**src/rtl/core_pipe_cf_arbiter_if.sv**
```systemverilog
// Redirect bus bundle between the three control-flow sources, the arbiter and fetch.
// The CORE_CF_ARB_STATS_EN macro adds the per-source handshake counters.
interface core_pipe_cf_arbiter_if #(
  parameter int ADDR_W = 39
);
  logic              trp_req;
  logic [ADDR_W-1:0] trp_target;
  logic              trp_ack;
  logic              irq_req;
  logic [ADDR_W-1:0] irq_target;
  logic              irq_ack;
  logic              exe_req;
  logic [ADDR_W-1:0] exe_target;
  logic              exe_ack;
  logic              cf_valid;
  logic              cf_ack;
  logic [ADDR_W-1:0] cf_target;
  logic              flush_fd;
  logic              flush_ex;
  logic              busy;
`ifdef CORE_CF_ARB_STATS_EN
  logic [31:0]       cnt_trp;
  logic [31:0]       cnt_irq;
  logic [31:0]       cnt_exe;
`endif

  modport slave (
    input  trp_req, trp_target, irq_req, irq_target, exe_req, exe_target, cf_ack,
`ifdef CORE_CF_ARB_STATS_EN
    output cnt_trp, cnt_irq, cnt_exe,
`endif
    output trp_ack, irq_ack, exe_ack, cf_valid, cf_target, flush_fd, flush_ex, busy
  );

  modport master (
    output trp_req, trp_target, irq_req, irq_target, exe_req, exe_target, cf_ack,
`ifdef CORE_CF_ARB_STATS_EN
    input  cnt_trp, cnt_irq, cnt_exe,
`endif
    input  trp_ack, irq_ack, exe_ack, cf_valid, cf_target, flush_fd, flush_ex, busy
  );
endinterface

```
**src/rtl/core_pipe_cf_arbiter.sv**
```systemverilog
// Fixed-priority (trp > irq > exe), non-preemptive redirect arbiter onto the fetch bus.
// Optional per-source handshake counters under CORE_CF_ARB_STATS_EN.
module core_pipe_cf_arbiter #(
  parameter int ADDR_W = 39
) (
  input  logic                   g_clk,
  input  logic                   g_reset,
  core_pipe_cf_arbiter_if.slave  cf
);
  localparam logic [0:0] ST_IDLE = 1'b0;
  localparam logic [0:0] ST_HOLD = 1'b1;

  logic [0:0]        state_q, state_d;
  logic [2:0]        src_q, src_d;
  logic [ADDR_W-1:0] tgt_q, tgt_d;
  logic [2:0]        req_v, req_m, grant;
  logic              ack_cyc, arb_en;

  always_comb begin
    req_v   = {cf.trp_req, cf.irq_req, cf.exe_req};
    ack_cyc = (state_q == ST_HOLD) && cf.cf_ack;
    arb_en  = (state_q == ST_IDLE) || ack_cyc;
    // The acked source may still show req this cycle; keep it out of the re-arbitration.
    req_m   = req_v & ~(ack_cyc ? src_q : 3'b000);
    grant   = 3'b000;
    if (arb_en) begin
      if (req_m[2])      grant = 3'b100;
      else if (req_m[1]) grant = 3'b010;
      else if (req_m[0]) grant = 3'b001;
    end
  end

  always_comb begin
    state_d = state_q;
    src_d   = src_q;
    tgt_d   = tgt_q;
    if (|grant) begin
      state_d = ST_HOLD;
      src_d   = grant;
      if (grant[2])      tgt_d = cf.trp_target;
      else if (grant[1]) tgt_d = cf.irq_target;
      else               tgt_d = cf.exe_target;
    end else if (ack_cyc) begin
      state_d = ST_IDLE;
    end
  end

  always_ff @(posedge g_clk or posedge g_reset) begin
    if (g_reset) begin
      state_q <= ST_IDLE;
      src_q   <= 3'b000;
      tgt_q   <= '0;
    end else begin
      state_q <= state_d;
      src_q   <= src_d;
      tgt_q   <= tgt_d;
    end
  end

  assign cf.cf_valid  = (state_q == ST_HOLD);
  assign cf.busy      = (state_q == ST_HOLD);
  assign cf.cf_target = tgt_q;
  assign cf.trp_ack   = ack_cyc & src_q[2];
  assign cf.irq_ack   = ack_cyc & src_q[1];
  assign cf.exe_ack   = ack_cyc & src_q[0];
  assign cf.flush_fd  = |grant;
  assign cf.flush_ex  = grant[2] | grant[1];

`ifdef CORE_CF_ARB_STATS_EN
  logic [31:0] cnt_trp_q, cnt_irq_q, cnt_exe_q;

  always_ff @(posedge g_clk or posedge g_reset) begin
    if (g_reset) begin
      cnt_trp_q <= '0;
      cnt_irq_q <= '0;
      cnt_exe_q <= '0;
    end else begin
      if (cf.trp_ack && (cnt_trp_q != 32'hFFFF_FFFF)) cnt_trp_q <= cnt_trp_q + 32'd1;
      if (cf.irq_ack && (cnt_irq_q != 32'hFFFF_FFFF)) cnt_irq_q <= cnt_irq_q + 32'd1;
      if (cf.exe_ack && (cnt_exe_q != 32'hFFFF_FFFF)) cnt_exe_q <= cnt_exe_q + 32'd1;
    end
  end

  assign cf.cnt_trp = cnt_trp_q;
  assign cf.cnt_irq = cnt_irq_q;
  assign cf.cnt_exe = cnt_exe_q;
`endif
endmodule

```
**src/flat_wrapper.sv**
```systemverilog
// flat-port wrapper written by rule: the top's interface ports become plain ports
module core_pipe_cf_arbiter_flat 
#(
  parameter int ADDR_W = 39
)
  (g_clk, g_reset, cf_trp_req, cf_trp_target, cf_irq_req, cf_irq_target, cf_exe_req, cf_exe_target, cf_cf_ack, cf_trp_ack, cf_irq_ack, cf_exe_ack, cf_cf_valid, cf_cf_target, cf_flush_fd, cf_flush_ex, cf_busy);
  core_pipe_cf_arbiter_if #(.ADDR_W(ADDR_W)) cf_i ();
  input  logic g_clk;
  input  logic g_reset;
  input wire logic [$bits(cf_i.trp_req)-1:0] cf_trp_req;
  input wire logic [$bits(cf_i.trp_target)-1:0] cf_trp_target;
  input wire logic [$bits(cf_i.irq_req)-1:0] cf_irq_req;
  input wire logic [$bits(cf_i.irq_target)-1:0] cf_irq_target;
  input wire logic [$bits(cf_i.exe_req)-1:0] cf_exe_req;
  input wire logic [$bits(cf_i.exe_target)-1:0] cf_exe_target;
  input wire logic [$bits(cf_i.cf_ack)-1:0] cf_cf_ack;
  output wire logic [$bits(cf_i.trp_ack)-1:0] cf_trp_ack;
  output wire logic [$bits(cf_i.irq_ack)-1:0] cf_irq_ack;
  output wire logic [$bits(cf_i.exe_ack)-1:0] cf_exe_ack;
  output wire logic [$bits(cf_i.cf_valid)-1:0] cf_cf_valid;
  output wire logic [$bits(cf_i.cf_target)-1:0] cf_cf_target;
  output wire logic [$bits(cf_i.flush_fd)-1:0] cf_flush_fd;
  output wire logic [$bits(cf_i.flush_ex)-1:0] cf_flush_ex;
  output wire logic [$bits(cf_i.busy)-1:0] cf_busy;
  assign cf_i.trp_req = cf_trp_req;
  assign cf_i.trp_target = cf_trp_target;
  assign cf_i.irq_req = cf_irq_req;
  assign cf_i.irq_target = cf_irq_target;
  assign cf_i.exe_req = cf_exe_req;
  assign cf_i.exe_target = cf_exe_target;
  assign cf_i.cf_ack = cf_cf_ack;
  assign cf_trp_ack = cf_i.trp_ack;
  assign cf_irq_ack = cf_i.irq_ack;
  assign cf_exe_ack = cf_i.exe_ack;
  assign cf_cf_valid = cf_i.cf_valid;
  assign cf_cf_target = cf_i.cf_target;
  assign cf_flush_fd = cf_i.flush_fd;
  assign cf_flush_ex = cf_i.flush_ex;
  assign cf_busy = cf_i.busy;
  core_pipe_cf_arbiter #(.ADDR_W(ADDR_W)) u_core (.g_clk(g_clk), .g_reset(g_reset), .cf(cf_i));
endmodule
```
**config.mk**
```make
export PLATFORM = sky130hd
export DESIGN_NAME = core_pipe_cf_arbiter_flat
export DESIGN_NICKNAME = d
export VERILOG_FILES = /design/src/rtl/core_pipe_cf_arbiter_if.sv /design/src/rtl/core_pipe_cf_arbiter.sv /design/src/flat_wrapper.sv
export SDC_FILE = /design/constraint.sdc
export NUM_CORES = 1
export LEC_CHECK = 0
export CAP_MARGIN = 20
export CORE_AREA = 2 2 83 85
export DETAILED_ROUTE_END_ITERATION = 7
export DIE_AREA = 0 0 85 87
export GPL_TIMING_DRIVEN = 0
export PLACE_DENSITY = 0.89
export SYNTH_ARGS = -nofsm -noshare
export SYNTH_HDL_FRONTEND = slang
export SYNTH_SLANG_ARGS = --single-unit
```
**constraint.sdc**
```tcl
create_clock -name g_clk -period 2.36 [get_ports g_clk]
set_input_delay 0.354 -clock g_clk [delete_from_list [all_inputs] [get_ports g_clk]]
set_output_delay 0.354 -clock g_clk [all_outputs]
set_load 0.005 [all_outputs]
```
==> results.yml <==
grt:
  first_global_vias: 2662
  track_usage_pct: 21.3
  grt_start_max_net_pins: 28
  grt_first_pass_wirelength_mm: 12.5
  congestion_overflow_gr: 0
  grt_antenna_before_repair: 0
clock_tree:
  cts_max_level: 2
  clk-insertion-delay-late_ns: 0.29
  clock_tree_from_tritoncts: "built"
  cts_buffers: 5
  clk_tree_root_cell: "clkbuf_8"
  clk_transition_reported_paths_ns: 0.08
  cts-hold-fix-buffers: 0
  clock_sink_total: 43
  cts_buffer_depth: 2
placed_design:
  place.detailed.instances: 488
  io_buffer_count: 168
  hpwlAfterDp_mm: 6.07
  rd_place_congestion: 0.791
routing:
  vias: 2497
  detailedRoute.firstPassIterationCount: 4
  number_of_vias_per_cell_after_detailed_routing: 4.99
  drt_wl_total_mm: 7.90
  first_iter_violations: 95
  postRouteAntennaNets: 0
  post_drt_wl_per_cell_um: 15.8
  post-route-drc-count: 0
layout:
  layout_common_cells: "167 x clkdlybuf4s50_1, 42 x dfrtp_1, 41 x inv_1"
  final_common_cell: "clkdlybuf4s50_1"
  area_growth_syn_to_layout_pct: 79.1
  final_nets: 542
  final-instance-count-excl-fill: 500
  num_antenna_cells: 0
  filler_cell_count: 538
  post_route_cells_drive_above_1_share_pct: 9.76
timing:
  timing.hold.ws_ns: 0.378
  setup_repair_after_global_routing_missed_its_margin: "no"
  worst_slew_margin_rel_pct: 66.4
  clock.fmax_mhz: 445
  worst_slew_pin_slew_ns: 0.504
  final.setup_skew_ns: 0.00370
  report.final.slew_viol_count: 0
  setup_failing_eps_final: 0
  period_share_pct: 95.2
  finalHoldViolations: 0
  fin_crit_ns: 2.25
critical_path:
  r2r_cells: 7
  startpoint_type: "register"
  crit_end_category: "primary output"
  worstPathCellList: "inv_1, o21a_1, nor3_4, buf_6, inv_1, clkdlybuf4s50_1"
  crit_slowest_cell: "clkdlybuf4s50_1"
  cpPeakStageDelay_ns: 0.43
  maximum_net_fanout_on_the_critical_path: 5
  path_common_cell: "inv_1"
  flop2flop_setup_slack_ns: 0.48
  timing_worst_setup_path_type: "register to primary output"
  crit_arrival_ns: 1.89
  crit_required_ns: 2.01
worst_hold_path:
  worstHoldPathType: "primary input to asynchronous set/reset pin"
floorplan:
  cell_rows: 30
  die-area_mm2: 0.00740
  design.portCount: 169
  start_util_pct: 37.0
  core_area_mm2: 0.00657
  chipHeight_um: 87
  die_span_x_um: 85
synth:
  postSynthAreaPerCell_um2: 10.2
  syn_nets: 362
  synthesis.yosys.warnings: 0
  synth_cells: 239
  synth.cell_area_mm2: 0.00243
  number_of_distinct_library_cells_after_synthesis: 24
  ys_ff_latch: 43
  yosysSeqAreaShare_pct: 44.3
pwr:
  clockPowerShare_pct: 14.0
  ir_worst_vdd_mv: 0.414
  finalPower_mw: 3.20
  power.combinational.fraction_pct: 50.7
  p_leak_nw: 2.12
  net_sw_share_pct: 32.0
  total_switching_power_mw: 1.02
  internal_power_mw: 2.18
  p_seq_share_pct: 35.3
  power_per_cell_area_mw_per_mm2: 735
job:
  max_cap_viol_count: 0
outcome:
  outcome: "finished, final reports clean"
==> worst max-delay path: cells and delay by family (launching register included) <==
kind | cells | cell delay, ns
AO/OA/AOI/OAI | 1 | 0.27
AND/OR/NAND/NOR | 1 | 0.24
buffers and inverters | 4 | 0.69
flip-flops | 1 | 0.40
==> metal layers <==
layer | part of all wire [%] | up-vias | GRT usage (%)
li1 | - | 1197 | -
met1 | 38 | 1177 | 22.7
met2 | 52 | 110 | 40.4
met3 | 8.4 | 13 | 6.64
met4 | 1.7 | 0 | 5.92
met5 | 0 | - | 0
==> area by class of cell <==
class	count	area, um2	share of cell area (%)
Buffer	17	109	2.50
Sequential cell	43	1080	24.7
Tap cell	80	100	2.30
Clock buffer	7	76.3	1.75
Timing Repair Buffer	173	1730	39.7
Multi-Input combinational cell	137	1100	25.2
Clock inverter	1	5.00	0.115
Inverter	42	158	3.62
==> what timing repair did <==
item	4_1_cts	5_1_grt
endpoints found under the setup margin	2	2
resized for setup	4	0
endpoints found under the hold margin	0	0
buffers inserted	2	2
pin swaps	1	1
gates cloned	0	0
==> power groups by stage <==
| stage | clock (mW) | sequential, mW | combinational, mW |
|---|---|---|---|
| floorplan | 0 | 1.15 | 0.674 |
| global placement | 0 | 1.13 | 1.56 |
| detailed placement | 0 | 1.15 | 1.60 |
| CTS | 0.465 | 1.13 | 1.63 |
| global route | 0.498 | 1.16 | 1.76 |
| finish | 0.449 | 1.13 | 1.62 |
==> cells in the mapped netlist (all sizes together) <==
cell,number,area share [%]
nor2b,2,0.51
a22o,1,0.36
inv,42,6.5
clkbuf,5,0.77
a21oi,1,0.21
nand2,1,0.15
a21bo,1,0.41
or2,1,0.26
a21o,1,0.31
nand2b,1,0.26
nor2,40,6.2
dfrtp,43,44
nor3,1,0.41
and3b,1,0.36
o21a,3,0.93
mux2i,39,16
a221oi,39,17
o211ai,1,0.51
buf,12,3.6
o21ai,1,0.36
and3,3,0.77
==> per-stage QoR <==
stage	instance area (um2)	util [%]	setup slack, ns	setup TNS (ns)
floorplan	2430	-	0.655	0
global placement	4210	64.1	-0.619	-2.44
detailed placement	4230	64.4	-0.603	-2.28
CTS	4340	66.1	0.0493	0
global route	4350	66.3	0.0183	0
finish	4350	66.3	0.112	0
==> path summary, 6_finish.rpt <==
check	from	to
worst max-delay path	u_core.cf.busy	cf_flush_fd
worst min-delay path	g_reset	u_core.cf.cf_target[23]
worst max register to register	u_core.cf.busy	u_core.cf.cf_target[13]
worst min register to register	u_core.src_q[0]	u_core.src_q[0]
max in group asynchronous	g_reset	u_core.cf.busy
min in group g_clk	u_core.src_q[0]	u_core.src_q[0]
==> sequential cells by signal, indices dropped and copies added, names as in the netlist <==
name	count
u_core.cf.cf_target	39
u_core.src_q	3
u_core.cf.busy	1
==> kinds of logic (layout without fill, tap and decap cells) <==
kind of cell,Yosys count,in the layout,synth area share [%]
AO/OA/AOI/OAI,48,48,20.0
buffers and inverters,59,240,10.8
flip-flops,43,43,44.3
multiplexers,39,39,16.1
AND/OR/NAND/NOR,50,50,8.90
No activity file was read; power rests on OpenSTA's default activity.
